## src/rtl/uxa_ps2_deserializer.sv

```systemverilog
// rtl/uxa_ps2_deserializer.sv - PS/2 receive deserializer: synchronize, glitch-filter clock, shift 11-bit frame.
// Optional parity error output enabled by macro UXA_PS2_PARITY_CHECK_EN.
module uxa_ps2_deserializer #(
    parameter int SYNC_STAGES = 2,
    parameter int FILTER_LEN  = 4
) (
    input  logic       sys_clk_i,
    input  logic       reset_i,
    input  logic       ps2_d_i,
    input  logic       ps2_c_i,
    output logic [7:0] d_o,
`ifdef UXA_PS2_PARITY_CHECK_EN
    output logic       parity_err_o,
`else
`endif
    output logic       frame_o
);

    localparam int CNT_W = (FILTER_LEN > 1) ? $clog2(FILTER_LEN + 1) : 1;

    logic [SYNC_STAGES-1:0] c_sync;
    logic [SYNC_STAGES-1:0] d_sync;
    logic                   c_s;
    logic                   d_s;
    logic [CNT_W-1:0]       filt_cnt;
    logic                   c_filt;
    logic                   c_prev;
    logic                   fall;
    logic [10:0]            sr;

    assign c_s = c_sync[SYNC_STAGES-1];
    assign d_s = d_sync[SYNC_STAGES-1];

    // Lines idle high, so the synchronizers reset to 1 to avoid a false fall.
    always_ff @(posedge sys_clk_i) begin
        if (reset_i) begin
            c_sync <= '1;
            d_sync <= '1;
        end else begin
            c_sync <= {c_sync[SYNC_STAGES-2:0], ps2_c_i};
            d_sync <= {d_sync[SYNC_STAGES-2:0], ps2_d_i};
        end
    end

    // filt_cnt counts consecutive samples disagreeing with c_filt; it clears on
    // any agreeing sample and when the filtered clock flips, so it never wraps.
    always_ff @(posedge sys_clk_i) begin
        if (reset_i) begin
            filt_cnt <= '0;
            c_filt   <= 1'b1;
        end else if (c_s == c_filt) begin
            filt_cnt <= '0;
        end else if (filt_cnt == CNT_W'(FILTER_LEN - 1)) begin
            filt_cnt <= '0;
            c_filt   <= c_s;
        end else begin
            filt_cnt <= filt_cnt + 1'b1;
        end
    end

    always_ff @(posedge sys_clk_i) begin
        if (reset_i) begin
            c_prev <= 1'b1;
        end else begin
            c_prev <= c_filt;
        end
    end

    assign fall = c_prev & ~c_filt;

    // New bit enters at the MSB so the start bit ends up in sr[0] after 11 falls.
    always_ff @(posedge sys_clk_i) begin
        if (reset_i) begin
            sr <= 11'h7FF;
        end else if (fall) begin
            sr <= {d_s, sr[10:1]};
        end
    end

    assign d_o     = sr[8:1];
    assign frame_o = ~sr[0] & sr[10];

`ifdef UXA_PS2_PARITY_CHECK_EN
    assign parity_err_o = frame_o & ~(^sr[9:1]);
`endif

endmodule

```

## config.mk

```make
export PLATFORM = sky130hd
export DESIGN_NAME = uxa_ps2_deserializer
export DESIGN_NICKNAME = d
export VERILOG_FILES = /design/src/rtl/uxa_ps2_deserializer.sv
export SDC_FILE = /design/constraint.sdc
export NUM_CORES = 1
export LEC_CHECK = 0
export BUFFER_PORTS_ARGS = -buffer_cell sky130_fd_sc_hd__buf_2
export CAP_MARGIN = 20
export CELL_PAD_IN_SITES_DETAIL_PLACEMENT = 0
export CELL_PAD_IN_SITES_GLOBAL_PLACEMENT = 2
export CORE_UTILIZATION = 30
export DETAILED_ROUTE_END_ITERATION = 10
export HOLD_SLACK_MARGIN = 0.06
export PLACE_DENSITY_LB_ADDON = 0.12
export SLEW_MARGIN = 20
export SYNTH_ARGS = -nofsm -noshare
export SYNTH_HDL_FRONTEND = slang
export SYNTH_SLANG_ARGS = --single-unit
export TNS_END_PERCENT = 30
```

## constraint.sdc

```tcl
create_clock -name sys_clk_i -period 2.42 [get_ports sys_clk_i]
set_clock_uncertainty 0.2 [all_clocks]
set_input_delay 0 -clock sys_clk_i [delete_from_list [all_inputs] [get_ports sys_clk_i]]
set_output_delay 0 -clock sys_clk_i [all_outputs]
set_load 0.02 [all_outputs]
```

# After elaboration in Yosys (flattened, before gate mapping)
# Cells that the tools add are included.
# totals
output_inout_bits	9
wordCells	16
latchBits	0
memories	0
ram_bits	0
reg_bits	20
rom_bits	0
# classes
mux	0
n_eq_ne	2
bitwise_logic	5
n_reduce_logical	2
mul	0
add_sub_neg	1
div_mod_pow	0
magnitude_cmp	0
shift	0
# ops
operator	count
adder 3 x 1 -> 3 bit, second input constant	1
== test 3 x 2 -> 1 bit, second input constant	1
inverter 1 bit	3
OR reduction 3 bit	1
AND 1 bit	2
AND reduction 2 bit	1
== test 1 bit	1

# Logic depth before layout (Yosys ltp)
# Gate-level depths: netlist of run 1.
# logic_depth
depth_word	3
depth_mapped	4

# Worst setup path before layout of run 1
# Ideal clock, no wire load.
# synth_path
path_type	reg2reg
from	reg filt_cnt[0]
to	reg c_filt
arrival_time_ns	0.985
slack_ns	1.116
setup_ns	0.120
path_buffers	0
path_stages_with_launch	4
path_cell_list	dfxtp_1 -> ha_1 -> ha_1 -> a211o_1
# synth_between
elab_chain_len	2
# synth_rtl
element	line_no	source
start: declaration	25	logic [CNT_W-1:0] filt_cnt;
start signal: assignment	57	filt_cnt <= filt_cnt + 1'b1;
== test 3 x 2 -> 1 bit	53	end else if (filt_cnt == CNT_W'(FILTER_LEN - 1)) begin
AND reduction 2 bit (no line)	--	
end signal: assignment	55	c_filt <= c_s;
end: declaration	26	logic c_filt;
# No other way between the ends.
# A chain may end at the register's enable or synchronous reset.

# Worst setup path after layout of run 1
# layout_path
from	in reset_i
to	reg d_sync[0]
# layout_lines
element	line_no	source
start: declaration	8	input logic reset_i,
end signal: assignment	41	d_sync <= {d_sync[SYNC_STAGES-2:0], ps2_d_i};
end: declaration	22	logic [SYNC_STAGES-1:0] d_sync;
# No word-level cell between the ends.

==> summary.txt, run 1 <==
Status
  – Status: finished clean

Final layout
  – Fin cells: 110
  – Number of diodes: 0
  – Most frequent cells in the layout: dfxtp_1 (20), nor2_1 (12), buf_2 (12), mux2i_1 (11)
  – Final Cell Area: 871 um2
  – Final nets: 87
  – Layout area overhead: 12.8%
  – Fraction of layout cells with a size suffix above 1: 28.7%
  – Commonest non-fill, non-tap cell in the layout: dfxtp_1

Job
  – Max-Cap Viols: 0

Global routing
  – Overflow left after global routing: 0
  – Largest net degree at the start of global routing: 22
  – GRT Util Overall: 9.99%
  – Initial antenna violation count: 0
  – First-pass GRT wire length: 1.92 mm
  – Vias in the first global route: 414

Setup path
  – Buf/Inv on CP: 3
  – Slowest stage delay, CP: 0.55 ns
  – Crit Path Class: primary input to flip-flop
  – CP required: 2.41 ns
  – Critical path data arrival time: 1.65 ns
  – Critical path, cell by cell: dlygate4sd3_1 > buf_2 > or2_2 > dlygate4sd3_1
  – Slowest CP cell: dlygate4sd3_1
  – Crit path top cell by count: dlygate4sd3_1
  – Crit end category: flip-flop
  – Setup crit start kind: primary input
  – CP Max Fanout: 21
  – CP delay by family, top: buffers and inverters

Floorplanning
  – Chip width: 52.7 um
  – Starting density of the core: 31.4%
  – Core area: 0.00245 mm2
  – IO Pins: 13
  – Rows: 18
  – Die height: 52.7 um
  – Die area: 0.00278 mm2

STA
  – Fin crit share: 68.3%
  – Final Hold Vio Count: 0
  – Slew HR: 75.6%
  – Setup tns final: 0 ns
  – Fmax: 605 MHz
  – Post-route minimum period: 1.65 ns
  – Final setup fails: 0
  – Max-slew violation count: 0
  – RSZ-0062 raised after global routing: false
  – Slew @ Worst Pin: 0.366 ns

Power
  – Switching Power: 106 uW
  – Leakage: 0.410 nW
  – Pwr Density: 621 mW/mm2
  – VDD IR max: 371 uV
  – Clock power share: 35.0%
  – Pint: 434 uW
  – Switching Share: 19.7%
  – Reg power frac: 61.7%
  – Comb pwr share: 3.3%

Routing
  – Vias/cell: 4.19
  – Vias: 461
  – Drt total wl: 1.07 mm
  – DR iter-0 viols: 1
  – Pre-antenna DRT Iters: 5
  – Antenna Nets Post-Route: 0
  – DRC violations left: 0
  – Wire per inst: 9.73 um

Synth
  – Syn nets: 76
  – Ys Warns: 0
  – Post-synth top area share: 51.9%
  – Yosys reg bits: 20
  – Leading area contributor after synthesis: dfxtp_1
  – Largest family of logic cells by synthesized area: simple AND/OR/NAND/NOR gates
  – Post-synthesis mux area share: 14.3%
  – Adder-cell area share of the yosys netlist: 3.24%
  – Post-synthesis xor/xnor area fraction: 1.13%
  – Simple logic cell fraction of the synthesized area: 16.9%
  – Syn_area_per_cell: 11.0 um2
  – Synth Area in Compound Gates: 1.13%
  – Synth Cell Area: 772 um2
  – Synth unique cells: 15
  – Syn Inst Count: 70
  – Sequential element share of the synthesized area: 51.9%
  – Synth area leaders: dfxtp_1 (52%), mux2i_1 (14%), buf_4 (7.8%), nor2_1 (5.8%), or2_2 (4.1%)

Placed design
  – Dpl hpwl: 720 um
  – Gpl congestion: 0.549
  – Placed standard-cell area: 785 um2
  – I/O Buffers: 12
  – Dpl cells: 101

Clocking
  – Reg clk slew, reported paths: 0.10 ns
  – Clock Tree Buf Depth: 2
  – Clk_lat worst skew: 0.29 ns
  – Clock sink total: 20
  – CTS tree: done
  – Num CTS Buffers: 3
  – Root buf cell: clkbuf_4
  – Max H-tree Level: 1
  – CTS resizes: 0

Min path
  – Min-Delay Path Class: flip-flop to flip-flop
## worst paths after layout
path | startpoint | slack, ns | cells past startpoint | end
hold / removal | d_sync[0] | 0.22 | 1 | d_sync[1]
hold reg to reg | d_sync[0] | 0.22 | 1 | d_sync[1]
setup reg to reg | filt_cnt[0] | 1.06 | 3 | c_filt
setup / recovery | reset_i | 0.77 | 4 | d_sync[0]
## layer usage
metal | track usage (%) | wire [um] | vias to the layer above
met5 | 0 | 0 | -
met1 | 12.6 | 526 | 205
li1 | - | - | 241
met4 | 5.26 | 23 | 0
met2 | 13.5 | 459 | 10
met3 | 5.22 | 60 | 5
## synthesized netlist by cell type
master / number
nor2_1: 12
nor4_1: 2
buf_2: 2
buf_4: 8
nor4b_2: 1
nand2b_4: 1
xnor2_1: 1
mux2i_1: 11
or2_2: 5
dfxtp_1: 20
ha_1: 2
nor2b_1: 2
buf_8: 1
a211o_1: 1
inv_1: 1
## power by group through the flow
stage | Clock [mW] | Sequential (mW) | Combinational, mW
after floorplan | 0 | 0.341 | 0.00869
after global placement | 0 | 0.341 | 0.0121
after detailed placement | 0 | 0.341 | 0.0121
after CTS | 0.200 | 0.334 | 0.0181
after global routing | 0.211 | 0.334 | 0.0198
final | 0.189 | 0.334 | 0.0177
## through the flow
step	hold WS [ns]	util, %	power (mW)	worst slack, ns
after floorplan	-0.101	-	0.350	1.12
after CTS	0.222	35.5	0.552	0.778
after detailed placement	-0.0165	32.0	0.353	1.06
final	0.219	35.5	0.541	0.768
after global routing	0.233	35.5	0.565	0.711
after global placement	-0.0174	32.0	0.353	1.10
## registers in the layout, summed over array words and instances, names as in the netlist
register	count
filt_cnt	3
c_prev	1
c_filt	1
d_sync	2
sr	11
c_sync	2
## repair_timing
| item | 4_1_cts | 5_1_grt |
|---|---|---|
| endpoints found under the hold margin | 20 | 0 |
| hold buffers | 5 | 0 |
| setup buffers | 0 | 0 |
## cell type report
type,count,area [um2]
Fill cell,255,1580
Tap cell,30,37.5
Multi-Input combinational cell,38,283
Timing Repair Buffer,17,110
Inverter,1,3.75
Sequential cell,20,400
Clock buffer,4,36.3
## cells by family (layout without fill, tap and decap cells)
kind of cell,count (synthesis),after routing
AND/OR/NAND/NOR,23,23
flip-flops,20,20
buffers and inverters,12,22
multiplexers,11,11
adder cells (fa/ha/maj),2,2
AO/OA/AOI/OAI,1,1
XOR/XNOR,1,1
No activity file was read; power rests on OpenSTA's default activity.
==> run 2: changes to the inputs <==
==> constraint.sdc (replaced) <==
create_clock -name sys_clk_i -period 1.4 [get_ports sys_clk_i]
set_clock_uncertainty 0.2 [all_clocks]
set_input_delay 0 -clock sys_clk_i [delete_from_list [all_inputs] [get_ports sys_clk_i]]
set_output_delay 0 -clock sys_clk_i [all_outputs]
set_load 0.02 [all_outputs]
==> run 2 against run 1 <==
  * Register-to-register slack got worse by 0.99 ns
  * Sequential power up 73%
  * Global-route usage fell by 0.12 points
  * Total power is 72% higher
  * Worst hold slack worse by 0.0041 ns
  * Wire length increased by 0.19%
==> summary.txt, run 2 (synthesis gave the netlist of run 1 again) <==
Status
  – Status: finished clean

Global routing
  – GRT Util Overall: 9.87% (-0.12 points)
  – First-pass GRT wire length: 1.92 mm (unchanged)
  – Initial antenna violation count: 0 (unchanged)
  – Overflow left after global routing: 0 (unchanged)
  – Largest net degree at the start of global routing: 22 (unchanged)
  – Vias in the first global route: 410 (-0.97%)

Clocking
  – Clock Tree Buf Depth: 2 (unchanged)
  – Clock sink total: 20 (unchanged)
  – Reg clk slew, reported paths: 0.11 ns (about the same)
  – Clk_lat worst skew: 0.29 ns (about the same)
  – Max H-tree Level: 1 (unchanged)
  – CTS tree: done
  – Num CTS Buffers: 3 (unchanged)
  – Root buf cell: clkbuf_4
  – Post-CTS Setup Inserts: 0 (unchanged)

Power
  – VDD IR max: 712 uV (+92%)
  – Pint: 747 uW (+72%)
  – Pwr Density: 1080 mW/mm2 (+74%)
  – Reg power frac: 62.0% (+0.3 points)
  – Switching Power: 183 uW (+72%)
  – Power consumption: 930 uW (+72%)
  – Leakage: 0.404 nW (-1.5%)
  – Switching Share: 19.7% (about the same)
  – Clock power share: 35.1% (about the same)
  – Comb pwr share: 2.9% (-0.4 points)

Routing
  – DR iter-0 viols: 2 (+1)
  – Antenna Nets Post-Route: 0 (unchanged)
  – Wire per inst: 9.93 um (+2.0%)
  – Pre-antenna DRT Iters: 5 (unchanged)
  – Vias/cell: 4.18 (-0.36%)
  – Drt total wl: 1.07 mm (+0.19%)
  – DRC violations left: 0 (unchanged)
  – Vias: 451 (-2.2%)

Final layout
  – Fraction of layout cells with a size suffix above 1: 32.1% (+3.3 points)
  – Number of diodes: 0 (unchanged)
  – Fin cells: 108 (-1.8%)
  – Top flop regs: sr x11, filt_cnt x3
  – Most frequent cells in the layout: dfxtp_1 (20), nor2_1 (12), buf_2 (12), mux2i_1 (11), or2_2 (5)
  – Commonest non-fill, non-tap cell in the layout: dfxtp_1
  – Max FFs per register: 11 (unchanged)
  – Final nets: 85 (-2.3%)
  – Reg with most FFs: sr
  – Layout area overhead: 11.3%
  – Layout Utilization: 35.0% (-0.46 points)
  – Final Cell Area: 860 um2 (-1.3%)
  – FILL cells: 250 (-2.0%)

Setup path
  – Reg-to-Reg End: c_filt
  – Setup crit start kind: flip-flop
  – Slowest stage delay, CP: 0.34 ns (-0.21 ns)
  – R2R Path Start: filt_cnt[0]
  – Slowest CP cell: dfxtp_1
  – Critical path data arrival time: 1.33 ns (-0.32 ns)
  – Crit Path Class: flip-flop to flip-flop
  – Buf/Inv on CP: 0 (-3)
  – CP Max Fanout: 5 (-76%)
  – Crit end category: flip-flop
  – Cells on worst reg2reg path: 3 (unchanged)
  – Critical path, cell by cell: ha_1 > ha_2 > a211o_1
  – Register-to-Register Setup Slack: 0.07 ns (-0.99 ns)
  – CP required: 1.40 ns (-1.01 ns)
  – CP delay by family, top: adder cells

Floorplanning
  – Chip width: 52.7 um (unchanged)
  – Die area: 0.00278 mm2 (unchanged)
  – Rows: 18 (unchanged)
  – Core area: 0.00245 mm2 (unchanged)
  – Starting density of the core: 31.4% (unchanged)
  – IO Pins: 13 (unchanged)
  – Die height: 52.7 um (unchanged)

STA
  – Post-route minimum period: 1.33 ns
  – Slew @ Worst Pin: 0.375 ns (+0.00952 ns)
  – Hold slack: 0.215 ns (-0.00413 ns)
  – Setup tns final: 0 ns (unchanged)
  – Max-slew violation count: 0 (unchanged)
  – Fmax: 752 MHz
  – Final Hold Vio Count: 0 (unchanged)
  – Slew HR: 75.0% (-0.63 points)
  – RSZ-0062 raised after global routing: false
  – Final WS setup: 0.0708 ns (-0.697 ns)
  – Final setup fails: 0 (unchanged)
  – Fin crit share: 94.9%

Placed design
  – Gpl congestion: 0.549 (unchanged)
  – Placed standard-cell area: 785 um2 (unchanged)
  – Place WS: 0.0436 ns (-1.02 ns)
  – I/O Buffers: 12 (unchanged)
  – Dpl cells: 101 (unchanged)
  – Dpl hpwl: 720 um (unchanged)

Min path
  – Hold path depth: 3 (+2)
  – Hold Path End: d_sync[0]
  – Min-Delay Path Class: primary input to flip-flop
  – Hold path startpoint: ps2_d_i

Job
  – Max-Cap Viols: 0 (unchanged)
[run 2: cell types whose count changed in the layout (fill, tap and decap cells not counted), sizes merged]
cell         previous run  this run
dlygate4sd3             5         3
[run 2: layout make-up]
class | instances | area [um2] | share of cell area, %
Clock buffer | 4 | 36.3 | 4.22
Multi-Input combinational cell | 38 | 292 | 33.9
Inverter | 1 | 3.75 | 0.437
Sequential cell | 20 | 400 | 46.6
Tap cell | 30 | 37.5 | 4.37
Timing Repair Buffer | 15 | 90.1 | 10.5
[run 2: power by group through the flow]
stage	Clock, mW	Combinational [mW]	Sequential, mW
after floorplan	0	0.0150	0.590
after global placement	0	0.0209	0.590
after detailed placement	0	0.0209	0.590
after CTS	0.345	0.0271	0.577
after global routing	0.366	0.0308	0.578
final	0.326	0.0271	0.577
[run 2: repair_timing]
item,4_1_cts,5_1_grt
setup endpoints to repair,0,2
endpoints found under the hold margin,20,0
hold buffers,3,0
resized for setup,0,2
[run 2: worst max path at each step]
| stage | from | slack (ns) | cells past startpoint | endpoint |
|---|---|---|---|---|
| floorplan | filt_cnt[0] | 0.1 | 3 | c_filt |
| global route | filt_cnt[0] | 0.003 | 4 | c_filt |
| detailed placement | filt_cnt[0] | 0.04 | 3 | c_filt |
| CTS | filt_cnt[0] | 0.02 | 3 | c_filt |
| finish | filt_cnt[0] | 0.07 | 3 | c_filt |
| global placement | filt_cnt[0] | 0.08 | 3 | c_filt |
[run 2: per-layer routing]
layer  share of wire [%]  vias to the layer above  GRT usage [%]
met1                  49                      203           13.1
li1                    -                      237              -
met5                   0                        -              0
met4                 1.2                        0           3.95
met3                 5.5                        2           5.22
met2                  44                        9           13.1
[run 2: worst min-delay path, cell delays in order]
cell	delay [ns]
dlygate4sd3_1	0.52
buf_2	0.09
or2_2	0.08
